--- src/rtl/tpu_job_arbiter.sv ---
// tpu_job_arbiter
// Shares one 2x2 systolic core between two byte-streaming requesters.
// A job is granted round-robin, its operand bytes are forwarded to the
// core, the core's result bytes are returned tagged with the requester id,
// and the core is reset for one cycle before the next job is arbitrated.
// A job whose core never raises done is aborted with a one-cycle err pulse.

module tpu_job_arbiter #(
  parameter int IN_BYTES  = 8,
  parameter int OUT_BYTES = 8,
  parameter int TIMEOUT   = 15
) (
  input  logic       clk,
  input  logic       rst,
  input  logic       req0_valid,
  input  logic [7:0] req0_data,
  input  logic       req0_transpose,
  output logic       req0_ready,
  input  logic       req1_valid,
  input  logic [7:0] req1_data,
  input  logic       req1_transpose,
  output logic       req1_ready,
  output logic       core_rst,
  output logic       core_load_en,
  output logic [7:0] core_data,
  output logic       core_transpose,
  input  logic       core_done,
  input  logic [7:0] core_outdata,
  output logic       rsp_valid,
  output logic [7:0] rsp_data,
  output logic       rsp_id,
  output logic       rsp_last,
  output logic       busy,
  output logic       err
);

  localparam int IN_W   = $clog2(IN_BYTES + 1);
  localparam int OUT_W  = $clog2(OUT_BYTES + 1);
  localparam int WAIT_W = $clog2(TIMEOUT + 1);

  typedef enum logic [2:0] {
    IDLE,
    LOAD,
    WAIT,
    DRAIN,
    FLUSH
  } state_t;

  state_t            state;
  logic              gnt;
  logic              last_gnt;
  logic [IN_W-1:0]   in_cnt;
  logic [OUT_W-1:0]  out_cnt;
  logic [WAIT_W-1:0] wait_cnt;

  logic       pick;
  logic       gnt_valid;
  logic [7:0] gnt_data;

  // Arbitration choice for IDLE: a lone requester wins, a tie goes to the
  // requester that was not served last; last_gnt resets to 1 so 0 wins first.
  assign pick = (req0_valid && req1_valid) ? ~last_gnt : req1_valid;

  assign gnt_valid = gnt ? req1_valid : req0_valid;
  assign gnt_data  = gnt ? req1_data  : req0_data;

  assign req0_ready   = (state == LOAD) && (gnt == 1'b0);
  assign req1_ready   = (state == LOAD) && (gnt == 1'b1);
  assign core_load_en = (state == LOAD) && gnt_valid;
  assign core_data    = (state == LOAD) ? gnt_data : 8'h00;
  assign core_rst     = rst || (state == FLUSH);
  assign busy         = (state != IDLE);

  // Job sequencer: grant, stream operands, wait for the core, drain results,
  // then flush the core; all response/status outputs are registered here.
  always_ff @(posedge clk) begin
    if (rst) begin
      state          <= IDLE;
      gnt            <= 1'b0;
      last_gnt       <= 1'b1;
      in_cnt         <= '0;
      out_cnt        <= '0;
      wait_cnt       <= '0;
      core_transpose <= 1'b0;
      rsp_valid      <= 1'b0;
      rsp_data       <= 8'h00;
      rsp_id         <= 1'b0;
      rsp_last       <= 1'b0;
      err            <= 1'b0;
    end else begin
      err <= 1'b0;
      case (state)
        IDLE: begin
          if (req0_valid || req1_valid) begin
            gnt            <= pick;
            core_transpose <= pick ? req1_transpose : req0_transpose;
            in_cnt         <= '0;
            state          <= LOAD;
          end
        end
        LOAD: begin
          if (gnt_valid) begin
            in_cnt <= in_cnt + 1'b1;
            if (in_cnt == IN_W'(IN_BYTES - 1)) begin
              wait_cnt <= '0;
              state    <= WAIT;
            end
          end
        end
        WAIT: begin
          if (core_done) begin
            rsp_data  <= core_outdata;
            rsp_valid <= 1'b1;
            rsp_id    <= gnt;
            rsp_last  <= (OUT_BYTES == 1);
            out_cnt   <= OUT_W'(1);
            state     <= DRAIN;
          end else if (wait_cnt == WAIT_W'(TIMEOUT - 1)) begin
            err   <= 1'b1;
            state <= FLUSH;
          end else begin
            wait_cnt <= wait_cnt + 1'b1;
          end
        end
        DRAIN: begin
          if (out_cnt < OUT_W'(OUT_BYTES)) begin
            rsp_data <= core_outdata;
            out_cnt  <= out_cnt + 1'b1;
            rsp_last <= (out_cnt == OUT_W'(OUT_BYTES - 1));
          end else begin
            rsp_valid <= 1'b0;
            rsp_last  <= 1'b0;
            last_gnt  <= gnt;
            state     <= FLUSH;
          end
        end
        FLUSH: begin
          // Also covers the timeout path, where DRAIN never ran.
          core_transpose <= 1'b0;
          last_gnt       <= gnt;
          state          <= IDLE;
        end
        default: begin
          state <= IDLE;
        end
      endcase
    end
  end

endmodule

--- config.mk ---
export PLATFORM = sky130hd
export DESIGN_NAME = tpu_job_arbiter
export DESIGN_NICKNAME = d
export VERILOG_FILES = /design/src/rtl/tpu_job_arbiter.sv
export SDC_FILE = /design/constraint.sdc
export NUM_CORES = 1
export LEC_CHECK = 0
export ABC_CLOCK_PERIOD_IN_PS = 1850
export CAP_MARGIN = 5
export CORE_AREA = 2 2 66 68
export DETAILED_ROUTE_END_ITERATION = 10
export DIE_AREA = 0 0 68 70
export PLACE_DENSITY = 0.73
export REMOVE_ABC_BUFFERS = 1
export SLEW_MARGIN = 25
export SYNTH_ARGS = -nofsm -noshare
export SYNTH_HDL_FRONTEND = slang
export SYNTH_SLANG_ARGS = --single-unit
--- constraint.sdc ---
create_clock -name clk -period 1.85 [get_ports clk]
set_input_delay 0.185 -clock clk [delete_from_list [all_inputs] [get_ports clk]]
set_output_delay 0.185 -clock clk [all_outputs]
set_load 0.05 [all_outputs]
## Word-level counts from Yosys, hierarchy flattened

Cells that the tools add are included.

- Output and inout port bits: 26
- Bits of input ports: 31
- Register bits: 30
- Logic and storage cells: 96

- Bitwise logic cells: 3
- Reductions and logical operators: 24
- Equal/unequal tests: 16
- Add/subtract/negate cells: 3
- $lt $le $gt $ge: 1
- Muxes and demuxes: 37

Operators by type and width:

| operator | count |
|---|---|
| 2-to-1 mux 4 bit | 8 |
| 2-to-1 mux 8 bit | 4 |
| one-hot mux 4 bit (2 select lines) | 3 |
| 2-to-1 mux 3 bit | 6 |
| one-hot mux 8 bit (2 select lines) | 1 |
| != test 2 bit (second input constant) | 7 |
| adder 4 x 1 -> 4 bit (second input constant) | 3 |
| one-hot mux 3 bit (4 select lines) | 1 |
| 2-to-1 mux 1 bit | 10 |
| AND reduction 2 bit | 5 |
| AND reduction 5 bit | 2 |
| nonzero test 2 bit | 5 |
| AND reduction 3 bit | 3 |
| == test 4 x 3 -> 1 bit (second input constant) | 2 |
| one-hot mux 1 bit (2 select lines) | 4 |
| == test 3 x 2 -> 1 bit (second input constant) | 2 |
| == test 4 bit (second input constant) | 1 |
| logical AND 1 bit | 4 |
| < comparator 4 bit (second input constant) | 1 |
| == test 3 x 1 -> 1 bit (second input constant) | 1 |
| == test 3 bit (second input constant) | 1 |
| logical NOT 3 bit | 1 |
| != test 3 bit (second input constant) | 1 |
| inverter 1 bit | 3 |
| other kinds (4) | 5 |

## Depth between registers and ports, before layout

Gate-level depths: netlist of run 1.

- Depth after elaboration: 5
- Mapped depth: 6
- Mapped depth without buffers: 6

## Least setup slack after synthesis of run 1

OpenSTA, ideal clock, no wires.

- Path kind: register -> output
- Start: reg gnt
- End: out core_data[1]
- Stages on the path, launching flop included: 5
- Data required time: 1,665 ps
- Path buffers: 2
- Path slack: -46 ps
- Data arrival time: 1,711 ps
- Cell sequence: dfxtp_1 > clkbuf_1 > clkbuf_1 > mux2i_1 > nor2_1

- Cells in the longest elaborated chain, start to end: 2

RTL lines:

| what | line | source |
|---|---|---|
| from (decl) | 50 | `logic gnt;` |
| from (signal assigned) | 95 | `gnt <= pick;` |
| 2-to-1 mux 8 bit | 65 | `assign gnt_data = gnt ? req1_data : req0_data;` |
| 2-to-1 mux 8 bit | 70 | `assign core_data = (state == LOAD) ? gnt_data : 8'h00;` |
| to (decl) | 25 | `output logic [7:0] core_data,` |

No other way between the ends.

## Final worst setup path of run 1

- Start: reg state[2]
- End: reg wait_cnt[1]

- Cells in the longest elaborated chain, start to end: 3

RTL lines:

| what | line | source |
|---|---|---|
| from (decl) | 49 | `state_t state;` |
| from (signal assigned) | 78 | `state <= IDLE;` |
| from (signal assigned) | 98 | `state <= LOAD;` |
| from (signal assigned) | 106 | `state <= WAIT;` |
| == test 3 x 2 -> 1 bit or == test 3 x 1 -> 1 bit (tied branches) | 92 | `case (state)` |
| != test 2 bit (no source line), or another cell as far along | -- |  |
| AND reduction 5 bit (no source line) | -- |  |
| to (signal assigned) | 122 | `wait_cnt <= wait_cnt + 1'b1;` |
| to (decl) | 54 | `logic [WAIT_W-1:0] wait_cnt;` |

Several ways; a longest one is shown, not always the timed one.
A chain may end at the register's enable or synchronous reset.

==> results of run 1 <==
what timing repair did:
action,in CTS,in global routing
gates resized for setup,0,1
endpoints found under the setup margin,0,1
hold buffers,0,0
final cells by class:
type                    instances  share of cell area (%)
inverters                       4                   0.612
well taps                      52                    2.65
repair buffers                 74                    33.1
clock buffers                   7                    3.11
flip-flops and latches         30                    24.5
multi-input cells             134                    34.8
clock inverters                 1                    1.22
registers in the layout, summed over array words and instances (netlist names), 3 cells and up:
name,cells
state,3
out_cnt,4
rsp_data,8
wait_cnt,4
in_cnt,4
tightest hold or removal path, cell delays in order, from the launching register on:
cell and delay, ns:
dfxtp_1 0.31, nand2_1 0.05, a21oi_1 0.05
worst max path at each step:
stage | endpoint | from | slack [ns]
global placement | wait_cnt[1] | req1_valid | 0.04
detailed placement | wait_cnt[1] | req1_valid | -0.03
finish | wait_cnt[1] | state[2] | 0.06
CTS | wait_cnt[1] | state[2] | 0.02
floorplan | wait_cnt[1] | state[0] | -0.27
global route | wait_cnt[1] | state[2] | -0.002
stage by stage:
step	power [mW]	hold slack [ns]	setup slack [ns]	utilization, %
final	1.69	0.467	0.0639	59.2
after global routing	1.75	0.492	-0.00227	59.2
after CTS	1.70	0.471	0.0201	59.1
after detailed placement	1.05	0.462	-0.0257	56.6
after global placement	1.05	0.453	0.0350	56.6
after floorplan	0.836	0.254	-0.270	-
where the power goes:
part           total, mW  internal (mW)  switching (mW)
registers          0.658          0.653         0.00472
logic              0.380          0.191           0.189
clock network      0.652          0.403           0.250
metal layers:
layer / vias to the layer above / track usage (%) / wire (µm)
met5: - / 0 / 0
met4: 0 / 4.89 / 50
met3: 5 / 7.25 / 237
met2: 42 / 27.6 / 1810
met1: 721 / 22.2 / 1760
li1: 784 / - / -
cell families after synthesis:
group / count (synthesis)
adder cells (fa/ha/maj): 4
AO/OA/AOI/OAI: 38
XOR/XNOR: 1
flip-flops: 30
AND/OR/NAND/NOR: 74
multiplexers: 17
buffers and inverters: 16
cell usage after synthesis, types with 3 or more instances:
| cell | number | area share, % |
|---|---|---|
| ha_1 | 4 | 3.3 |
| nor2_1 | 27 | 6.7 |
| inv_1 | 4 | 0.99 |
| or3_1 | 3 | 1.2 |
| buf_2 | 3 | 0.99 |
| o21ai_0 | 6 | 2.0 |
| nor3_1 | 6 | 2.0 |
| nand3_1 | 8 | 2.6 |
| nand2_1 | 9 | 2.2 |
| dfxtp_1 | 30 | 40 |
| a22oi_1 | 4 | 2.0 |
| nor4_1 | 4 | 1.7 |
| a21oi_1 | 15 | 5.0 |
| clkbuf_1 | 9 | 2.2 |
| mux2i_1 | 17 | 11 |
==> metrics, run 1 <==
most frequent cells in the layout clkdlybuf4s50_1 (43), dfxtp_1 (30), nor2_1 (27); final instance area 2450 µm²; layout cells sized above 1 16.4%; vias after detailed routing 1552; ys flop type dfxtp_1; Ports 57; die width 68 µm; routed length per instance 12.8 µm; Initial Util 36.5%; Crit Path Max Fanout 4; Gate Count Post-Synth 180; Top delay family on crit path simple AND/OR/NAND/NOR gates; dpl hpwl 2.93 mm; wirelength, routed 3.86 mm; Post-synth EDFFs 0; Area Overhead vs Synth 62.1%; number of remaining DRC errors 0; vias in the first global route 1491; grt ovf 0; Critical Path Max Stage Delay 0.55 ns; syn_area_per_cell 8.41 µm²; Slew @ Worst Pin 0.568 ns; Setup Viol. Count Final 0; synthesized cell area 1510 µm²; Hold Violations, Final 0; Skew-Pair Late Insertion Delay 0.29 ns; area occupied by multi-input gates 853 µm²; Setup TNS Final 0 ns; post-route antenna net violation count 0; buffers added on ports 56; Buffers & Inverters on Critical Path 0; achievable frequency 560 MHz; full die area 4760 µm²; run status finished clean; Register Area 601 µm²; FF-to-FF Start state[2]; post-synthesis xor/xnor area fraction 0.579%; min cycle time layout 1.79 ns; Tot GR Track Use 17.7%; fin nets 284; clk slew on worst S/H paths 0.06 ns; Synth Area in Adders 3.31%; static leakage 0.971 nW; Layout fillers 378; Worst setup EP type register; Synth Area in Simple Gates 25.0%; Clk Tree Root Cell clkbuf_8; max-cap violation count 0; CTS Buf Count 5; CTS tree yes; routed vias/inst 5.14; worst path required time 2.06 ns; clock tree buffer depth 2; Synth Warn # 0; Max Transition Viols Final 0; core footprint 4140 µm²; CTS H-tree depth 2; VDD IR max 437 µV; initial antenna violation count 0; largest family of logic cells by synthesized area simple AND/OR/NAND/NOR gates; Layout Skew 0.00641 ns; Synth Area in Compound Gates 16.0%; reg2reg end wait_cnt[1]; max_slew headroom 62.1%; FP Rows 24; Hold Path Sink rsp_id; first-pass GRT wire length 6.43 mm; drt pass-1 iters 4; post-synthesis sequential area ratio 39.7%; Yosys reg bits 30; Area after DPL 2340 µm²; n_diodes 0; R2R depth 4; Crit Path Class register to register; postcts setup bufs 0; Async SR Flop Fraction 0%; Worst R2R Setup Slack 0.06 ns; hold path cells 2; CP startpoint kind register; RD Place Congestion 0.822; clk sinks 30; Power Density 689 nW/µm²; Initial DRC Count 49; Cell variety after synth 38; Crit path arrival time 2.00 ns; CP max stage cell or4_4; largest net degree at the start of global routing 15; WP depth 4; most common cell after layout, fill and taps aside clkdlybuf4s50_1; Period Utilization, post-route 96.5%; Die Ht 70 µm; worst min-delay path class register to register; post-synthesis mux area share 11.2%; worst path cell trace or3b_1 > or4_4 > a211o_1 > a21oi_1; Non-Filler Instances 302; dpl cells 294; min-delay src rsp_id
Note: power is estimated with default switching activity, not from simulation.
==> inputs of run 2 (changes only) <==
Settings changed: MAX_ROUTING_LAYER set to met4, SETUP_SLACK_MARGIN set to 0.4.
==> run 2 against run 1 <==
Effect of this change: register-to-register slack better by 0.12 ns; combinational power is 22% higher; sequential power is essentially flat; via count grew 7.9%; hold slack improved by 0.0023 ns; flip-flop and latch count is the same; maximum frequency rose by 7.5%; first-iteration DRC count up 55%; clock-buffer cell count unchanged; global-route usage increased by 1.6 points; highest routed layer unchanged; non-clock buffer count up 13.
==> metrics, run 2 (synthesis gave the netlist of run 1 again) <==
run status finished clean; vias after detailed routing 1675 (+7.9%); Tot GR Track Use 19.3% (+1.6 points); dpl hpwl 2.93 mm (unchanged); clk slew on worst S/H paths 0.06 ns (about the same); FF-to-FF Start state[2]; grt ovf 0 (unchanged); Period Utilization, post-route 89.8% (-6.7 points); buffers added on ports 56 (unchanged); Area after DPL 2340 µm² (unchanged); Max Transition Viols Final 0 (unchanged); fin nets 298 (+4.9%); dpl cells 294 (unchanged); layout cells sized above 1 33.3% (+17 points); Critical Path Max Stage Delay 0.46 ns (-0.09 ns); first-pass GRT wire length 6.96 mm (+8.3%); CTS Hold Buffers Added 0 (unchanged); vias in the first global route 1644 (+10%); max_slew headroom 66.4% (+4.3 points); CP startpoint kind register; Crit path arrival time 1.88 ns (-0.12 ns); Largest register FFs 8 (unchanged); CTS Buf Count 5 (unchanged); final instance area 2780 µm² (+13%); Ports 57 (unchanged); Crit Path Class register to register; R2R depth 4 (unchanged); worst slack at placement -0.0257 ns (unchanged); Most flops, register rsp_data; clk sinks 30 (unchanged); n_diodes 0 (unchanged); achievable frequency 602 MHz (+7.5%); Initial DRC Count 76 (+55%); die width 68 µm (unchanged); CTS tree yes; Hold Path Sink in_cnt[1]; Buffers & Inverters on Critical Path 0 (unchanged); Setup WS post-layout 0.188 ns (+0.124 ns); largest net degree at the start of global routing 15 (unchanged); most frequent cells in the layout clkdlybuf4s50_1 (30), buf_4 (28), dfxtp_1 (26); CP max stage cell or4_4; routed vias/inst 5.30 (+3.1%); worst min-delay path class register to register; full die area 4760 µm² (unchanged); hold path cells 2 (unchanged); final total power 1.77 mW (+4.8%); drt pass-1 iters 4 (unchanged); Skew-Pair Late Insertion Delay 0.28 ns (about the same); min-delay src in_cnt[1]; reg2reg end wait_cnt[1]; Die Ht 70 µm (unchanged); max-cap violation count 0 (unchanged); initial antenna violation count 0 (unchanged); Setup Viol. Count Final 0 (unchanged); wirelength, routed 4.48 mm (+16%); min cycle time layout 1.66 ns (-0.124 ns); Layout fillers 328 (-13%); Worst R2R Setup Slack 0.19 ns (+0.12 ns); Initial Util 36.5% (unchanged); clock tree buffer depth 2 (unchanged); Clk Tree Root Cell clkbuf_8; unrepaired setup endpoints after global routing true; Slew @ Worst Pin 0.506 ns (-0.0617 ns); Layout Skew 0.00523 ns (-0.00118 ns); static leakage 1.14 nW (+17%); Area Overhead vs Synth 83.6%; worst path cell trace or3b_4 > or4_4 > a211o_1 > a21oi_2; number of remaining DRC errors 0 (unchanged); routed length per instance 14.2 µm (+11%); most common cell after layout, fill and taps aside clkdlybuf4s50_1; core footprint 4140 µm² (unchanged); post-route antenna net violation count 0 (unchanged); FP Rows 24 (unchanged); CTS H-tree depth 2 (unchanged); Worst setup EP type register; Top delay family on crit path simple AND/OR/NAND/NOR gates; final core utilization 67.1% (+7.9 points); RD Place Congestion 0.834 (+1.5%); worst path required time 2.07 ns (about the same); Non-Filler Instances 316 (+4.6%); WHS 0.470 ns (+0.00228 ns); VDD IR max 524 µV (+20%); Hold Violations, Final 0 (unchanged); Setup TNS Final 0 ns (unchanged); Crit Path Max Fanout 4 (unchanged); Power Density 638 nW/µm² (-7.5%)
run 2: cell types whose count changed in the layout (fill, tap and decap cells not counted), sizes merged:
cell / before / now
buf: 31 / 44
clkdlybuf4s50: 43 / 30
dlygate4sd2: 0 / 13
nor2: 28 / 29
run 2: layer usage:
layer | global-route usage, % | up-vias | part of all wire (%)
met5 | - | - | 0
met4 | 6.00 | 0 | 1.5
met3 | 6.28 | 6 | 5.9
met2 | 30.3 | 57 | 51
met1 | 23.3 | 795 | 41
li1 | - | 817 | -
run 2: cell type report:
type / count / area (µm²) / area share (%)
Multi-Input combinational cell: 135 / 1060 / 38.3
Tap cell: 52 / 65.1 / 2.34
Clock inverter: 1 / 30.0 / 1.08
Timing Repair Buffer: 87 / 922 / 33.2
Clock buffer: 7 / 76.3 / 2.75
Inverter: 4 / 15.0 / 0.540
Sequential cell: 30 / 606 / 21.8
run 2: worst max path at each step:
| stage | startpoint | end | slack [ns] | cells past startpoint |
|---|---|---|---|---|
| CTS | state[2] | core_data[1] | 0.19 | 4 |
| global placement | req1_valid | wait_cnt[1] | 0.04 | 5 |
| detailed placement | req1_valid | wait_cnt[1] | -0.03 | 5 |
| floorplan | state[0] | wait_cnt[1] | -0.27 | 4 |
| finish | state[2] | wait_cnt[1] | 0.19 | 4 |
| global route | state[2] | wait_cnt[1] | 0.15 | 4 |
run 2: worst reg2reg max path, delay by kind of cell (launching register included):
family	cells	cell delay [ns]
compound gates	2	0.41
simple gates	2	0.87
flops	1	0.32
run 2: power by group:
group | internal, mW | switching, mW | leakage [nW] | total [mW]
logic | 0.235 | 0.228 | 0.844 | 0.463
registers | 0.654 | 0.00496 | 0.244 | 0.659
clock network | 0.403 | 0.248 | 0.0524 | 0.650
total | 1.29 | 0.481 | 1.14 | 1.77
run 2: timing repair:
item / in CTS / in global routing
gates cloned: 1 / 1
pin swaps: 5 / 7
setup endpoints to repair: 47 / 39
gates resized for setup: 57 / 18
buffers inserted: 5 / 7
==> inputs of run 3 (changes only) <==
Settings changed: CELL_PAD_IN_SITES_DETAIL_PLACEMENT set to 2, CELL_PAD_IN_SITES_GLOBAL_PLACEMENT set to 2, CORE_AREA 2 2 66 68 to 2 2 86 88, DIE_AREA 0 0 68 70 to 0 0 88 90, PLACE_DENSITY 0.73 to unset, PLACE_DENSITY_LB_ADDON set to 0.1, RECOVER_POWER set to 100.
==> run 3 against run 2 <==
Effect of this change: critical endpoint is now core_data[0]; sequential power about the same; clock power decreased by 13%; die area up 66%.
==> metrics, run 3 (synthesis gave the netlist of run 1 again) <==
run status finished clean; core footprint 7020 µm² (+69%); max-cap violation count 0 (unchanged); wire length on met3 285 µm (+8.4%); max_slew headroom 66.4% (about the same); met2 routed WL 3.05 mm (+33%); post-route antenna net violation count 0 (unchanged); final total power 1.68 mW (-5.2%); Hold Violations, Final 0 (unchanged); worst min-delay path class register to register; routed vias/inst 4.66 (-12%); dpl cells 343 (+17%); Area Overhead vs Synth 83.1%; Crit path arrival time 1.51 ns (-0.37 ns); Crit Path Max Fanout 6 (+2); drt pass-1 iters 2 (-2); Skew-Pair Late Insertion Delay 0.29 ns (about the same); routed length per instance 15.6 µm (+10%); RD Place Congestion 0.733 (-12%); most common cell after layout, fill and taps aside clkdlybuf4s50_1; FP Rows 31 (+29%); Period Utilization, post-route 91.6% (+1.8 points); Layout Skew 0.00822 ns (+0.00299 ns); unrepaired setup endpoints after global routing true; initial antenna violation count 0 (unchanged); Largest register FFs 8 (unchanged); clk sinks 30 (unchanged); Initial DRC Count 45 (-41%); Setup TNS Final 0 ns (unchanged); Setup WS post-layout 0.155 ns (-0.0333 ns); CP max stage cell or3b_4; dpl hpwl 3.97 mm (+36%); Max Transition Viols Final 0 (unchanged); CTS Buf Count 5 (unchanged); Post-Route M1 WL 2.31 mm (+24%); final core utilization 39.5% (-28 points); Initial Util 21.6% (-15 points); Ports 57 (unchanged); Crit Path Class register to primary output; fin nets 300 (+0.67%); CP startpoint kind register; wirelength, routed 5.71 mm (+27%); layout cells sized above 1 31.2% (-2.1 points); die width 88 µm (+29%); vias after detailed routing 1701 (+1.6%); Tot GR Track Use 14.5% (-4.8 points); grt ovf 0 (unchanged); n_diodes 0 (unchanged); min cycle time layout 1.69 ns (+0.0333 ns); Slew @ Worst Pin 0.506 ns (+0.000589 ns); number of remaining DRC errors 0 (unchanged); Setup Viol. Count Final 0 (unchanged); Top delay family on crit path simple AND/OR/NAND/NOR gates; Most flops, register rsp_data; Non-Filler Instances 365 (+16%); VDD IR max 197 µV (-62%); CTS H-tree depth 2 (unchanged); Critical Path Max Stage Delay 0.42 ns (-0.04 ns); worst path cell trace or3b_4 > buf_4 > nor2_4 > buf_12; achievable frequency 590 MHz (-2.0%); full die area 7920 µm² (+66%); buffers added on ports 56 (unchanged); static leakage 1.12 nW (-1.5%); highest routed layer met4; CTS tree yes; worst path required time 1.66 ns (-0.41 ns); worst slack at placement -0.0652 ns (-0.0396 ns); clock tree buffer depth 2 (unchanged); vias in the first global route 1736 (+5.6%); Worst setup EP type primary output; most frequent cells in the layout clkdlybuf4s50_1 (30), dfxtp_1 (27), buf_4 (21); largest net degree at the start of global routing 16 (+1); Die Ht 90 µm (+29%); Buffers & Inverters on Critical Path 2 (+2); clk slew on worst S/H paths 0.07 ns (about the same); CTS Hold Buffers Added 0 (unchanged); first-pass GRT wire length 8.76 mm (+26%); Power Density 606 nW/µm² (-4.9%); Clk Tree Root Cell clkbuf_8
==> run 3: cell types whose count changed in the layout (fill, tap and decap cells not counted), sizes merged <==
cell	change
buf	-6
bufinv	-1
clkinv	+1
clkbuf	+8
==> run 3: power breakdown <==
group | switching (mW) | total, mW | internal [mW]
logic | 0.229 | 0.454 | 0.225
clock network | 0.265 | 0.565 | 0.300
registers | 0.00761 | 0.661 | 0.653
==> run 3: path summary, 6_finish.rpt <==
path	start	to	slack [ns]	cells past startpoint
worst max register to register	state[1]	wait_cnt[1]	0.17	4
worst min register to register	rsp_id	rsp_id	0.46	2
worst min-delay path	rsp_id	rsp_id	0.46	2
worst max-delay path	state[1]	core_data[0]	0.16	4
==> run 3: routing by layer <==
metal | global-route usage [%] | vias up
li1 | - | 818
met1 | 16.0 | 828
met2 | 25.5 | 48
met3 | 3.86 | 7
met4 | 3.85 | 0
met5 | - | -
==> run 3: tightest hold or removal path, cell delays in order, from the launching register on <==
cell and delay [ns]:
dfxtp_1 0.31, nand2_1 0.05, a21oi_1 0.05
==> run 3: metrics by stage <==
stage          area (µm²)  hold slack [ns]
2_1_floorplan        1470            0.254
3_3_place_gp         2420            0.449
3_5_place_dp         2420            0.458
4_1_cts              2730            0.465
5_1_grt              2770            0.487
6_report             2770            0.459
==> run 3: layout make-up <==
cell class,instances,area [µm²]
clock buffer,7,86.3
clock inverter,1,5.00
fill,782,4250
inverter,4,15.0
multi-input combinational,135,1010
sequential,30,607
tap,99,124
timing repair buffer,89,928
==> run 3: repair_timing <==
| item | 4_1_cts | 5_1_grt |
|---|---|---|
| gates cloned | 1 | 1 |
| pin swaps | 8 | 19 |
| resized for setup | 69 | 17 |
| buffers inserted | 2 | 10 |
| setup endpoints to repair | 50 | 36 |
